**src/rtl/fpu_move_pipe.sv**
```systemverilog
// FP<->INT register move unit: classifies each move request and buffers the
// result in a small in-order FIFO, decoupling the issue side from writeback.
`timescale 1ns/1ps
module fpu_move_pipe #(
    parameter int unsigned Std   = 31,
    parameter int unsigned Depth = 2
) (
    input  logic         clk,
    input  logic         rst,
    input  logic         flush,
    input  logic         in_valid,
    output logic         in_ready,
    input  logic [1:0]   in_opcode,
    input  logic [Std:0] in_data,
    input  logic [4:0]   in_rd,
    output logic         out_valid,
    input  logic         out_ready,
    output logic [Std:0] out_data,
    output logic [4:0]   out_rd,
    output logic         out_to_fp,
    output logic         out_illegal,
    output logic [7:0]   illegal_cnt
);

    localparam int unsigned PtrW = (Depth > 1) ? $clog2(Depth) : 1;
    localparam int unsigned CntW = $clog2(Depth + 1);
    localparam int unsigned DW   = Std + 1;

    typedef struct packed {
        logic [Std:0] data;
        logic [4:0]   rd;
        logic         to_fp;
        logic         illegal;
    } entry_t;

    entry_t            mem [Depth];
    logic [PtrW-1:0]   wr_ptr;
    logic [PtrW-1:0]   rd_ptr;
    logic [CntW-1:0]   count;
    entry_t            new_entry;
    entry_t            head;
    logic              push;
    logic              pop;

    // Ready depends only on registered occupancy and flush, so a pop never
    // frees a slot for a push in the same cycle.
    assign in_ready  = (count < CntW'(Depth)) & ~flush;
    assign out_valid = (count != '0);
    assign push      = in_valid & in_ready;
    assign pop       = out_valid & out_ready & ~flush;

    // Opcode classification; illegal opcodes still occupy a slot with zeroed data.
    always_comb begin
        new_entry       = '0;
        new_entry.rd    = in_rd;
        case (in_opcode)
            2'b01: new_entry.data = in_data;
            2'b10: begin
                new_entry.data  = in_data;
                new_entry.to_fp = 1'b1;
            end
            default: new_entry.illegal = 1'b1;
        endcase
    end

    always_ff @(posedge clk or posedge rst) begin
        if (rst) begin
            count       <= '0;
            wr_ptr      <= '0;
            rd_ptr      <= '0;
            illegal_cnt <= '0;
            for (int i = 0; i < Depth; i++) begin
                mem[i] <= '0;
            end
        end else if (flush) begin
            count  <= '0;
            wr_ptr <= '0;
            rd_ptr <= '0;
        end else begin
            if (push) begin
                mem[wr_ptr] <= new_entry;
                wr_ptr      <= (wr_ptr == PtrW'(Depth - 1)) ? '0 : wr_ptr + PtrW'(1);
                if (new_entry.illegal && illegal_cnt != 8'hFF) begin
                    illegal_cnt <= illegal_cnt + 8'd1;
                end
            end
            if (pop) begin
                rd_ptr <= (rd_ptr == PtrW'(Depth - 1)) ? '0 : rd_ptr + PtrW'(1);
            end
            count <= count + CntW'(push) - CntW'(pop);
        end
    end

    // Head fields are forced to zero whenever the buffer is empty.
    assign head        = mem[rd_ptr];
    assign out_data    = out_valid ? head.data : DW'(0);
    assign out_rd      = out_valid ? head.rd : 5'd0;
    assign out_to_fp   = out_valid & head.to_fp;
    assign out_illegal = out_valid & head.illegal;

endmodule

```
**config.mk**
```make
export PLATFORM = sky130hd
export DESIGN_NAME = fpu_move_pipe
export DESIGN_NICKNAME = d
export VERILOG_FILES = /design/src/rtl/fpu_move_pipe.sv
export SDC_FILE = /design/constraint.sdc
export NUM_CORES = 1
export LEC_CHECK = 0
export CAP_MARGIN = 20
export CORE_UTILIZATION = 25
export CTS_BUF_LIST = sky130_fd_sc_hd__clkbuf_8
export DETAILED_ROUTE_END_ITERATION = 8
export SLEW_MARGIN = 10
export SYNTH_ARGS = -nofsm -noshare
export SYNTH_HDL_FRONTEND = slang
export SYNTH_SLANG_ARGS = --single-unit
```
**constraint.sdc**
```tcl
create_clock -name clk -period 4.35 [get_ports clk]
set_input_delay 0.6525 -clock clk [delete_from_list [all_inputs] [get_ports clk]]
set_output_delay 0.6525 -clock clk [all_outputs]
set_load 0.01 [all_outputs]
```
==> flow_summary_export.csv <==
group,metric,value,unit
clock_tree,cts_setup_buffers,0,
global_route,grt_pass1_vias,3320,
global_route,grt_first_pass_wirelength,16430,um
logic_synthesis,yosys-top-cells-count,"dfrtp_1 (90), nand2_1 (70), o21ai_0 (67)",
sta,period_needed,3.228,ns
logic_synthesis,syn_inst,429,
floorplan,num_rows,47,
global_route,track_usage,0.1191,
final_layout,drive_gt1_frac,0.08268,
worst_hold_path,min_path_cells,2,
logic_synthesis,syn_area_per_cell,9.966,um2
sta,hold_viol_final,0,
clock_tree,cts_buffers,9,
logic_synthesis,async_flop_share,1.000,
final_layout,syn_to_final_growth,30.55,%
setup_path,r2r_slack,2.19,ns
global_route,grt-ovfl-total,0,
clock_tree,clock_latency,0.37,ns
clock_tree,htree_num_levels,3,
floorplan,die_w,132.8,um
clock_tree,cts_buffer_depth,2,
logic_synthesis,synth_fa_ha_area_frac,0.01171,
logic_synthesis,synth_compound_area_frac,0.08516,
logic_synthesis,ys_seq_elements,90,
logic_synthesis,yosysTopAreaCell,"dfrtp_1",
logic_synthesis,synthMuxAreaShare,0.1493,
sta,period_share,0.7421,
setup_path,cp.arrival,2.58,ns
sta,finClkSkew,0.01170,ns
route,first_pass_iters,4,
logic_synthesis,synth_edf_count,0,
sta,fin_ws,1.122,ns
floorplan,fp.dieArea,17630,um2
place,dp_hpwl,6220,um
logic_synthesis,synthFlopType,"dfrtp_1",
power,leakagePower,2.288,nW
place,port_buffers,92,
setup_path,crit_path_end_kind,"output port",
sta,max_slew_margin,0.3419,
setup_path,start_kind,"flop",
logic_synthesis,synth_area,4275,um2
logic_synthesis,synth_top_family_by_area,"simple AND/OR/NAND/NOR gates",
logic_synthesis,synthSimpleGateAreaFrac,0.1771,
worst_hold_path,hold_path.class,"flop to flop",
logic_synthesis,yosys_warnings,0,
global_route,grt_max_degree,72,
sta,setup_viol,0,
logic_synthesis,synth_most_common_cell,"dfrtp_1",
sta,fmax,0.3098,GHz
logic_synthesis,synth_area_leaders,"dfrtp_1 (53%), mux2i_1 (9.1%), o21ai_0 (7.8%)",
logic_synthesis,ys_types,29,
place,pre_cts_ws,1.424,ns
run,drv_cap,0,
global_route,antenna_found_initial,0,
floorplan,coreArea,16640,um2
outcome,outcome,"finished clean",
worst_hold_path,min_to,"mem[23]",
route,via_per_inst,4.411,
clock_tree,cts-resized-gates,0,
setup_path,reg2reg_to,"mem[1]",
sta,max_slew.worst_pin.slew,0.9849,ns
final_layout,diodes,0,
floorplan,initial_core_util,0.2569,
route,ant_nets,0,
logic_synthesis,synth_top_area_share,0.5268,
logic_synthesis,syn_nets,477,
route,drc,0,
sta,rsz0062_at_grt,"no",
logic_synthesis,ys_seq_area_frac,0.5268,
place,dp.cells,713,
route,via_count,3211,
floorplan,die_y,132.8,um
place,gp_congestion,0.7893,
worst_hold_path,holdCritStartpoint,"mem[23]",
logic_synthesis,synth-xor-area-share,0.01024,
route,drt_iter0_drc,138,
floorplan,ioPinCount,93,
sta,maxSlewViolCount,0,
setup_path,worstPathRequired,3.70,ns
clock_tree,cts_tree,"built",
clock_tree,cts_hold_buf,0,
setup_path,rr_worst_depth,2,
power,vdd_drop_max,0.2560,mV
setup_path,critPathMaxFanout,27,
final_layout,fin_nets,552,
clock_tree,clk_pin_slew,0.09,ns
setup_path,reg2reg_from,"count[1]",
route,finalWirelength,9473,um
final_layout,fin_util,0.3354,
power,powerDensity,485.6,nW/um2
clock_tree,clock_sinks,90,
setup_path,critical_path_class,"flop to output port",
final_layout,finalNonFillerCells,728,
route,drt-wirelength-per-cell,13.01,um
clock_tree,cts_root_buffer,"clkbuf_8",
sta,setup_tns,0,ns
==> kinds of logic (layout without fill, tap and decap cells) <==
| family | count (synthesis) | after routing |
|---|---|---|
| AO/OA/AOI/OAI | 71 | 71 |
| buffers and inverters | 37 | 116 |
| adder cells (fa/ha/maj) | 4 | 4 |
| multiplexers | 59 | 59 |
| XOR/XNOR | 5 | 5 |
| AND/OR/NAND/NOR | 163 | 163 |
| flip-flops | 90 | 90 |
==> placed cells by master, fill, tap and decap left out, types with 2 or more instances in the layout <==
cell,netlist,layout
mux2_2,14,14
buf_4,0,2
o21ai_0,67,67
xor2_1,2,2
inv_1,6,7
clkbuf_8,0,11
nand2b_1,33,33
dfrtp_1,90,89
xnor2_1,3,3
mux2_4,6,6
nor4_1,2,2
nor3_1,2,2
clkdlybuf4s50_1,0,92
nor2b_1,2,2
nor2_1,45,44
nand2_1,70,70
nand4_1,2,2
ha_1,4,4
mux2i_1,39,39
==> stage by stage <==
stage | power (mW) | hold WS (ns) | instance area [um2]
4_1_cts | 2.765 | 0.4868 | 5582
5_1_grt | 2.936 | 0.5037 | 5582
2_1_floorplan | 1.816 | 0.4492 | 4275
3_5_place_dp | 2.182 | 0.4696 | 5385
6_report | 2.711 | 0.4821 | 5582
3_3_place_gp | 2.147 | 0.4606 | 5385
==> worst max path at each step <==
stage,slack (ns),from,cells past startpoint,end
detailed placement,1.42,flush,3,mem[5]
global route,0.88,rd_ptr,4,out_data[4]
floorplan,1.36,rst,1,count[0]
finish,1.12,rd_ptr,4,out_data[4]
CTS,1.01,rd_ptr,4,out_data[4]
global placement,1.44,flush,3,mem[6]
==> flip-flops by register name, summed over array words and instances (netlist names) <==
register and flops:
wr_ptr 1, mem 78, count 2, illegal_cnt 8
rd_ptr 1
==> critical path: stages (launching register included) <==
cell	delay, ns
dfrtp_2	0.95
buf_4	0.41
mux2i_1	0.25
nor2_1	0.06
clkdlybuf4s50_1	0.52
==> where the power goes <==
part           switching [mW]  total, mW  internal, mW
clock network           0.274      0.564         0.290
logic                   0.397      0.848         0.451
registers               0.192       1.30          1.11
total                   0.863       2.71          1.85
==> area by class of cell <==
type	count	area [um2]
flip-flops and latches	90	2253
repair buffers	95	955.9
fillers	1677	11060
well taps	220	275.3
inverters	6	23.77
clock buffers	11	151.4
clock inverters	4	45.04
multi-input cells	302	1877
==> per-layer routing <==
metal	routed length, um	track usage	up-vias	part of all wire
met5	0	0	-	0
met4	184	0.04598	0	0.019
met3	480	0.03602	16	0.051
met2	4216	0.1921	85	0.45
met1	4591	0.1491	1535	0.48
li1	-	-	1575	-
Note: power is estimated with default switching activity, not from simulation.
